$ cat src/rtl/chip8_pkg.sv
// Shared CHIP-8 keypad constants: matrix geometry, row/column to key-index map, scan column states.
package chip8_pkg;

  localparam int unsigned NUM_KEYS = 16;
  localparam int unsigned KEY_ROWS = 4;
  localparam int unsigned KEY_COLS = 4;

  typedef enum logic [1:0] {Col0, Col1, Col2, Col3} col_e;

  // Physical keypad layout: r0: 1 2 3 C | r1: 4 5 6 D | r2: 7 8 9 E | r3: A 0 B F
  localparam logic [3:0] KEY_MAP [KEY_ROWS][KEY_COLS] = '{
    '{4'h1, 4'h2, 4'h3, 4'hC},
    '{4'h4, 4'h5, 4'h6, 4'hD},
    '{4'h7, 4'h8, 4'h9, 4'hE},
    '{4'hA, 4'h0, 4'hB, 4'hF}
  };

  // Active-low column drive: only the scanned column is pulled low.
  function automatic logic [KEY_COLS-1:0] col_drive(col_e col);
    return ~(4'b0001 << col);
  endfunction

endpackage

$ cat src/rtl/chip8_keypad_scanner_if.sv
// CPU-facing keypad bus: debounced key state plus the new-press strobe used by Fx0A.
interface chip8_keypad_scanner_if import chip8_pkg::*; ();

  logic [NUM_KEYS-1:0] keys;
  logic                key_pressed;
  logic                press_strobe;
  logic [3:0]          press_code;

  modport master (output keys, output key_pressed, output press_strobe, output press_code);
  modport slave  (input keys, input key_pressed, input press_strobe, input press_code);

endinterface

$ cat src/rtl/chip8_key_debounce.sv
// Per-key debouncer: stable state flips after DEBOUNCE_SCANS consecutive differing samples.
module chip8_key_debounce #(
  parameter int unsigned DEBOUNCE_SCANS = 4
) (
  input  logic clk,
  input  logic reset,
  input  logic sample_en,
  input  logic raw,
  output logic stable,
  output logic rise
);

  localparam logic [3:0] LastCnt = 4'(DEBOUNCE_SCANS - 1);

  logic [3:0] cnt_q, cnt_d;
  logic       stable_q, stable_d;
  logic       flip;

  always_comb begin
    cnt_d    = cnt_q;
    stable_d = stable_q;
    flip     = 1'b0;
    if (sample_en) begin
      if (raw == stable_q) begin
        cnt_d = '0;
      end else if (cnt_q == LastCnt) begin
        stable_d = raw;
        cnt_d    = '0;
        flip     = 1'b1;
      end else begin
        cnt_d = cnt_q + 4'd1;
      end
    end
  end

  always_ff @(posedge clk or negedge reset) begin
    if (!reset) begin
      cnt_q    <= '0;
      stable_q <= 1'b0;
    end else begin
      cnt_q    <= cnt_d;
      stable_q <= stable_d;
    end
  end

  assign stable = stable_q;
  // Asserted during the sample cycle whose closing edge sets the key.
  assign rise   = flip & raw;

endmodule

$ cat src/rtl/chip8_keypad_scanner.sv
// 4x4 CHIP-8 keypad scanner: column drive, row synchroniser, per-key debounce, new-press encoder.
module chip8_keypad_scanner import chip8_pkg::*; #(
  parameter int unsigned SCAN_DIV       = 50_000,
  parameter int unsigned DEBOUNCE_SCANS = 4
) (
  input  logic                clk,
  input  logic                reset,
  input  logic [KEY_ROWS-1:0] row_in,
  output logic [KEY_COLS-1:0] col_out,
  chip8_keypad_scanner_if.master kp
);

  localparam int unsigned       DivW    = $clog2(SCAN_DIV);
  localparam logic [DivW-1:0]   DivLast = DivW'(SCAN_DIV - 1);

  logic [KEY_ROWS-1:0] row_s1_q, row_s2_q, rows;
  logic [DivW-1:0]     div_q, div_d;
  col_e                col_q, col_d;
  logic                sample;

  logic [NUM_KEYS-1:0] stable_rc, rise_rc;
  logic [NUM_KEYS-1:0] keys, rise;
  logic [3:0]          code;
  logic                key_pressed_q, strobe_q;
  logic [3:0]          code_q;

  always_ff @(posedge clk or negedge reset) begin
    if (!reset) begin
      row_s1_q <= '1;
      row_s2_q <= '1;
    end else begin
      row_s1_q <= row_in;
      row_s2_q <= row_s1_q;
    end
  end

  assign rows   = ~row_s2_q;
  assign sample = (div_q == DivLast);

  always_comb begin
    div_d = div_q + DivW'(1);
    col_d = col_q;
    if (sample) begin
      div_d = '0;
      unique case (col_q)
        Col0:    col_d = Col1;
        Col1:    col_d = Col2;
        Col2:    col_d = Col3;
        default: col_d = Col0;
      endcase
    end
  end

  always_ff @(posedge clk or negedge reset) begin
    if (!reset) begin
      div_q <= '0;
      col_q <= Col0;
    end else begin
      div_q <= div_d;
      col_q <= col_d;
    end
  end

  assign col_out = col_drive(col_q);

  for (genvar r = 0; r < KEY_ROWS; r++) begin : g_row
    for (genvar c = 0; c < KEY_COLS; c++) begin : g_col
      chip8_key_debounce #(
        .DEBOUNCE_SCANS(DEBOUNCE_SCANS)
      ) u_debounce (
        .clk       (clk),
        .reset     (reset),
        .sample_en (sample && (col_q == col_e'(c))),
        .raw       (rows[r]),
        .stable    (stable_rc[r*KEY_COLS+c]),
        .rise      (rise_rc[r*KEY_COLS+c])
      );
    end
  end

  // Reorder matrix positions into CHIP-8 key indices.
  always_comb begin
    keys = '0;
    rise = '0;
    for (int r = 0; r < KEY_ROWS; r++) begin
      for (int c = 0; c < KEY_COLS; c++) begin
        keys[KEY_MAP[r][c]] = stable_rc[r*KEY_COLS+c];
        rise[KEY_MAP[r][c]] = rise_rc[r*KEY_COLS+c];
      end
    end
  end

  always_comb begin
    code = '0;
    for (int k = NUM_KEYS - 1; k >= 0; k--) begin
      if (rise[k]) code = 4'(k);
    end
  end

  always_ff @(posedge clk or negedge reset) begin
    if (!reset) begin
      key_pressed_q <= 1'b0;
      strobe_q      <= 1'b0;
      code_q        <= '0;
    end else begin
      key_pressed_q <= |keys;
      strobe_q      <= |rise;
      if (|rise) code_q <= code;
    end
  end

  assign kp.keys         = keys;
  assign kp.key_pressed  = key_pressed_q;
  assign kp.press_strobe = strobe_q;
  assign kp.press_code   = code_q;

endmodule
$ cat src/flat_wrapper.sv
// flat-port wrapper written by rule: the top's interface ports become plain ports
module chip8_keypad_scanner_flat import chip8_pkg::*;
#(
  parameter int unsigned SCAN_DIV       = 50_000,
  parameter int unsigned DEBOUNCE_SCANS = 4
)
  (clk, reset, row_in, col_out, kp_keys, kp_key_pressed, kp_press_strobe, kp_press_code);
  chip8_keypad_scanner_if kp_i ();
  input  logic clk;
  input  logic reset;
  input  logic [KEY_ROWS-1:0] row_in;
  output logic [KEY_COLS-1:0] col_out;
  output wire logic [$bits(kp_i.keys)-1:0] kp_keys;
  output wire logic [$bits(kp_i.key_pressed)-1:0] kp_key_pressed;
  output wire logic [$bits(kp_i.press_strobe)-1:0] kp_press_strobe;
  output wire logic [$bits(kp_i.press_code)-1:0] kp_press_code;
  assign kp_keys = kp_i.keys;
  assign kp_key_pressed = kp_i.key_pressed;
  assign kp_press_strobe = kp_i.press_strobe;
  assign kp_press_code = kp_i.press_code;
  chip8_keypad_scanner #(.SCAN_DIV(SCAN_DIV), .DEBOUNCE_SCANS(DEBOUNCE_SCANS)) u_core (.clk(clk), .reset(reset), .row_in(row_in), .col_out(col_out), .kp(kp_i));
endmodule
$ cat config.mk
export PLATFORM = sky130hd
export DESIGN_NAME = chip8_keypad_scanner_flat
export DESIGN_NICKNAME = d
export VERILOG_FILES = /design/src/rtl/chip8_pkg.sv /design/src/rtl/chip8_keypad_scanner_if.sv /design/src/rtl/chip8_key_debounce.sv /design/src/rtl/chip8_keypad_scanner.sv /design/src/flat_wrapper.sv
export SDC_FILE = /design/constraint.sdc
export NUM_CORES = 1
export LEC_CHECK = 0
export ABC_AREA = 1
export ABC_CLOCK_PERIOD_IN_PS = 3050
export CAP_MARGIN = 20
export CELL_PAD_IN_SITES_DETAIL_PLACEMENT = 2
export CELL_PAD_IN_SITES_GLOBAL_PLACEMENT = 2
export CORE_ASPECT_RATIO = 0.7
export CORE_MARGIN = 2
export CORE_UTILIZATION = 37
export CTS_BUF_LIST = sky130_fd_sc_hd__clkbuf_16
export CTS_CLUSTER_DIAMETER = 120
export DETAILED_ROUTE_END_ITERATION = 8
export DONT_BUFFER_PORTS = 1
export PLACE_DENSITY_LB_ADDON = 0.05
export RECOVER_POWER = 25
export SETUP_SLACK_MARGIN = 0.5
export SLEW_MARGIN = 5
export SYNTH_ARGS = -nofsm -noshare
export SYNTH_HDL_FRONTEND = slang
export SYNTH_HIERARCHICAL = 1
export SYNTH_SLANG_ARGS = --single-unit
$ cat constraint.sdc
create_clock -name clk -period 3.05 [get_ports clk]
set_input_delay 0.4575 -clock clk [delete_from_list [all_inputs] [get_ports clk]]
set_output_delay 0.4575 -clock clk [all_outputs]
set_load 0.01 [all_outputs]
==> metrics.cfg, run 1 <==
[status]
outcome=complete, but fails checks
violations=negative hold slack

[layout]
post-route-util_pct=45.2
nFillCells=1969
synthToLayoutAreaGrowth_pct=18.1
layoutNonFillerInstCount=1165
layout-drive-gt1-share_pct=17.3
nets=962
diodes=0

[place]
hpwl_um=13500
pre_cts_slack_ns=0.0297
place.gp.congestion=0.806
place_inst=1100
io_buffers=0

[clock_tree]
path_clk_slew_ns=0.09
clock_latency_ns=0.37
ctsHtreeMaxLevel=3
clkSinkCount=112
cts_buffer_depth=2
cts_buffers=9
cts_root_buf=clkbuf_16
cts_tree=yes

[pwr]
power-per-cell-area_nw_per_um2=360
peakVddDrop_mv=0.197
p_leak_uw=0.00412
p_total_uw=2680

[critical_path]
critPathArrivalTime_ns=3.03
r2r-end=u_core/kp.press_code[0]
r2r_cells=26
regToRegStartpoint=u_core/div_q[4]
cp_max_fo=5
end_kind=flop
reg2reg_slack_ns=0.31
critPathKind=reg2reg
critPathRequiredTime_ns=3.35
crit_path_start_kind=flop

[floorplanning]
initial_core_util_pct=38.3
die_x_um=160
die_area_um2=18100
fp.dieH_um=113
num_io_pins=32
core.rowCount=39
core-area_um2=16500

[run]
cap_violations=0

[synthesis]
ys_types=28
synth.avg_cell_area_um2=7.25
ys_warn_count=6
synth_top_area_share_pct=41.2
synthTopCellsByCount=nand2_1, inv_1, dfrtp_1
synth-seq-cells=112
yosysTopAreaCell=dfrtp_1
synthArstFlopShare_pct=100
synth-seq-area-share_pct=44.6
synthCells=871
synth_most_common_cell=nand2_1
ys.flop_type=dfrtp_1
syn_nets=898
synthTopCellsByArea=dfrtp_1, nand2_1, inv_1
syn_area_um2=6310
synth_edf_count=0

[global_route]
antenna_found_initial=0
grt_pass1_wl_um=32300
global_route.overflow_total=0
grt_max_degree=113
groute.usage.overall_pct=22.3
grt_pass1_vias=6329

[detailed_routing]
first_pass_iters=4
routed_wl_um=21900
ant_nets=0
drc_errors=0
dr.first_iter.drc_count=348
avgRoutedWirePerCell_um=18.8
avgViaCountPerCell=5.01
vias=5832

[sta]
hold_violations=110
relSlewSlack_pct=59.6
setup_violations=0
fmax_mhz=366
holdWs_ns=-0.225
drv_slew=0
finalSetupTns_ns=0
rsz0062_at_grt=true
period_needed_ns=2.74
min_period_over_period_pct=89.7
clock_skew_ns=0.0189
tightestPinTransition_ns=0.606
setup_ws_ns=0.315

[min_path]
min_path_type=in2async

timing repair:
action	in CTS	in global routing
setup buffers	23	26
cloned	0	0
endpoints found under the hold margin	112	112
gates resized for setup	29	40
pin swaps	8	18
endpoints found under the setup margin	5	5
state kept, by name, summed over array words and instances, names as in the netlist:
name / flops
u_core/col_q: 2
u_core/div_q: 16
u_core/g_row.g_col.u_debounce/cnt_q: 64
u_core/g_row.g_col.u_debounce/stable: 16
u_core/kp.key_pressed: 1
u_core/kp.press_code: 4
u_core/kp.press_strobe: 1
u_core/row_s1_q: 4
u_core/row_s2_q: 4
metrics by stage:
step	hold slack [ns]	cell area, um^2
after floorplan	0.162	6310
after global placement	0.165	6630
after detailed placement	0.165	6630
after CTS	-0.226	7160
after global routing	-0.237	7450
final	-0.225	7450
critical path: stages, from the launching register on:
cell	delay, ns
dfrtp_1	0.43
inv_2	0.09
nand4_1	0.19
nor2_4	0.17
nand2_4	0.10
nor2_4	0.20
buf_6	0.14
nand2_1	0.07
nor2_2	0.13
nand3_2	0.10
inv_2	0.09
inv_2	0.05
nand2_2	0.06
nand2_2	0.05
nand2_1	0.06
nand2_1	0.06
nand2_1	0.06
nand2_1	0.05
nand2_1	0.05
nand2_1	0.05
nand2_1	0.06
nand2_1	0.06
nand2_1	0.06
nand2_1	0.07
nand2_1	0.07
nand2_1	0.05
nand2_1	0.07
worst max-delay path by stage:
stage | slack (ns) | to | start
after global routing | 0.11 | u_core/kp.press_code[0] | u_core/div_q[4]
after global placement | 0.29 | u_core/kp.press_code[2] | u_core/div_q[0]
after floorplan | 0.57 | u_core/kp.press_code[0] | u_core/div_q[0]
after CTS | 0.50 | u_core/kp.press_code[0] | u_core/div_q[10]
final | 0.31 | u_core/kp.press_code[0] | u_core/div_q[4]
after detailed placement | 0.03 | u_core/kp.press_code[0] | u_core/div_q[0]
layer usage:
metal  wire length, um  share of wire (%)  GRT usage, %
met5                 0                  0             0
met4               387                1.8          4.56
met3               541                2.5          4.25
met2             11000                 50          38.7
met1              9900                 45          29.2
layout make-up:
| type | instances | area [um^2] | area share, % |
|---|---|---|---|
| inverter | 160 | 612 | 8.21 |
| sequential | 112 | 2810 | 37.8 |
| multi-input combinational | 598 | 3060 | 41.0 |
| tap | 225 | 282 | 3.78 |
| timing repair buffer | 54 | 420 | 5.64 |
| clock buffer | 9 | 225 | 3.02 |
| clock inverter | 7 | 41.3 | 0.554 |
cell usage in the layout (no fill, tap or decap), types with 2 or more instances in the layout:
cell        count
ha_1           20
buf_4          50
nor3_1          4
nor2_1         49
nor2_4         12
nor3_2         16
nand2_1       349
dfstp_2         8
nand3_2         7
a21oi_1         2
nand2_2         9
clkinvlp_4      5
nand4_1        22
clkbuf_16       9
dfrtp_1       103
buf_6           4
o21ai_0         4
clkinv_2        2
nor2_2         14
inv_1         140
inv_2          19
nor3b_1         3
nor4_1          5
nand3_1        52
xor2_1         19
logic make-up (layout without fill, tap and decap cells):
| logic type | Yosys count | count (layout) | synth area share, % |
|---|---|---|---|
| xor+xnor | 20 | 20 | 2.78 |
| simple gates | 547 | 547 | 38.0 |
| buf+inv | 161 | 230 | 9.59 |
| flops | 112 | 112 | 44.6 |
| fa+ha+maj | 21 | 21 | 4.16 |
| compound gates | 10 | 10 | 0.932 |
where the power goes:
part / internal [uW] / switching [uW]
sequential: 1490 / 2.67
combinational: 16.6 / 32.4
clock: 549 / 589
Note: power is estimated with default switching activity, not from simulation.
==> inputs of run 2 (changes only) <==
CORE_ASPECT_RATIO = 0.6   (was 0.7)
CTS_CLUSTER_DIAMETER = 150   (was 120)
==> metrics.cfg, run 2 (synthesized netlist as in run 1, its figures left out) <==
[status]
outcome=complete, but fails checks
violations=negative hold slack

[floorplanning]
die_area_um2=18200
initial_core_util_pct=38.4
die_x_um=173
core.rowCount=36
core-area_um2=16400
num_io_pins=32
fp.dieH_um=105

[detailed_routing]
routed_wl_um=19100
vias=5613
avgViaCountPerCell=4.90
avgRoutedWirePerCell_um=16.7
drc_errors=0
ant_nets=0
first_pass_iters=4
dr.first_iter.drc_count=226

[critical_path]
crit_start=u_core/div_q[12]
critPathRequiredTime_ns=3.36
critPathArrivalTime_ns=2.82
crit_path_start_kind=flop
critPathKind=reg2reg
regToRegStartpoint=u_core/div_q[12]
end_kind=flop
cp_max_fo=6

[run]
cap_violations=0

[sta]
drv_slew=0
fmax_mhz=398
period_needed_ns=2.51
tightestPinTransition_ns=0.608
hold_violations=111
setup_violations=0
min_period_over_period_pct=82.3
relSlewSlack_pct=59.4
rsz0062_at_grt=true
clock_skew_ns=0.00954
finalSetupTns_ns=0
holdWs_ns=-0.217

[pwr]
pwr-share-seq_pct=54.8
clock_power_share_pct=44.0
p_total_uw=2730
p_leak_uw=0.00403
p_comb_share_pct=1.2
p_switching_uw=596
p_int_uw=2130
power-per-cell-area_nw_per_um2=374
switching_share_pct=21.9
peakVddDrop_mv=0.234

[min_path]
min_path_type=in2async

[clock_tree]
cts_buffers=9
path_clk_slew_ns=0.08
cts_root_buf=clkbuf_16
clock_latency_ns=0.37
cts_buffer_depth=2
clkSinkCount=112
cts_tree=yes
ctsHtreeMaxLevel=3

[place]
dpl_cell_area_um2=6650
io_buffers=0
hpwl_um=13700
place.gp.congestion=0.750

[layout]
layout-drive-gt1-share_pct=13.3
synthToLayoutAreaGrowth_pct=15.3
mostFrequentLayoutCells=nand2_1, inv_1, dfrtp_1
final_area_um2=7280
mostFrequentLayoutCell=nand2_1
regMostFlops=u_core/g_row.g_col.u_debounce/cnt_q
diodes=0
nFillCells=1921
largest_register_ffs=64
nets=939

[global_route]
grt_pass1_wl_um=31700
grt_pass1_vias=6234
antenna_found_initial=0
grt_max_degree=113
global_route.overflow_total=0
groute.usage.overall_pct=21.9

[run 2: cell types whose count changed in the layout (fill, tap and decap cells not counted), moves of 5 or more]
cell | before | now
buf_4 | 50 | 27
inv_1 | 140 | 145
nor2_2 | 14 | 8
nand2_1 | 349 | 354
clkinvlp_4 | 5 | 0
nand2_2 | 9 | 4
[run 2: timing repair]
action                                 in CTS  in global routing
gates resized for setup                    31                 21
endpoints found under the hold margin     112                112
pin swaps                                   6                 10
setup buffers                              14                 13
setup endpoints to repair                   5                  5
[run 2: cell type report]
type                       count  area (um^2)  share of cell area [%]
sequential                   112         2820                    38.7
timing repair buffer          31          259                    3.56
clock inverter                 7         62.6                   0.859
inverter                     160          601                    8.25
tap                          228          285                    3.92
clock buffer                   9          225                    3.09
multi-input combinational    598         3030                    41.7
[run 2: critical path: stages, from the launching register on]
cell and delay (ns):
dfrtp_1 0.41, inv_2 0.12, nand4_1 0.18, nor2_4 0.16, nand2_4 0.09, nor2_4 0.14, buf_12 0.12, nand2_1 0.08
nor2_4 0.12, nand3_2 0.10, inv_2 0.10, inv_1 0.06, nand2_1 0.06, nand2_1 0.05, nand2_1 0.05, nand2_1 0.05
nand2_1 0.06, nand2_1 0.05, nand2_1 0.05, nand2_1 0.05, nand2_1 0.05, nand2_1 0.05, nand2_1 0.05, nand2_1 0.05
nand2_1 0.05, nand2_1 0.04, nand2_1 0.05
[run 2: layer usage]
| metal | share of wire, % | wire (um) | global-route usage, % |
|---|---|---|---|
| met1 | 46 | 8790 | 27.0 |
| met2 | 49 | 9340 | 38.8 |
| met3 | 4.1 | 788 | 5.90 |
| met4 | 1.2 | 230 | 4.03 |
| met5 | 0 | 0 | 0 |
[run 2: final timing paths]
| path | to | slack [ns] | cells after the start |
|---|---|---|---|
| min | u_core/g_row[3].g_col[0].u_debounce/cnt_q[1] | -0.22 | 0 |
| max reg2reg | u_core/kp.press_code[0] | 0.54 | 26 |
| min reg2reg | u_core/row_s2_q[1] | 0.36 | 0 |
| max in group asynchronous | u_core/row_s2_q[2] | 3.03 | 0 |
| max | u_core/kp.press_code[0] | 0.54 | 26 |
| min in group clk | u_core/row_s1_q[2] | 0.08 | 0 |
[run 2: metrics by stage]
step / worst slack, ns / cells / utilization, %
3_3_place_gp: 0.317 / 1102 / 40.4
5_1_grt: 0.216 / 1145 / 44.3
2_1_floorplan: 0.567 / 871 / -
3_5_place_dp: 0.164 / 1102 / 40.4
4_1_cts: 0.506 / 1132 / 43.4
6_report: 0.539 / 1145 / 44.3
[run 2: power groups by stage]
stage	clock network [uW]	logic [uW]	registers, uW
finish	1200	32.7	1490
CTS	1230	31.1	1490
floorplan	0	20.6	1520
detailed placement	0	29.8	1520
global placement	0	26.9	1520
global route	1290	37.1	1500
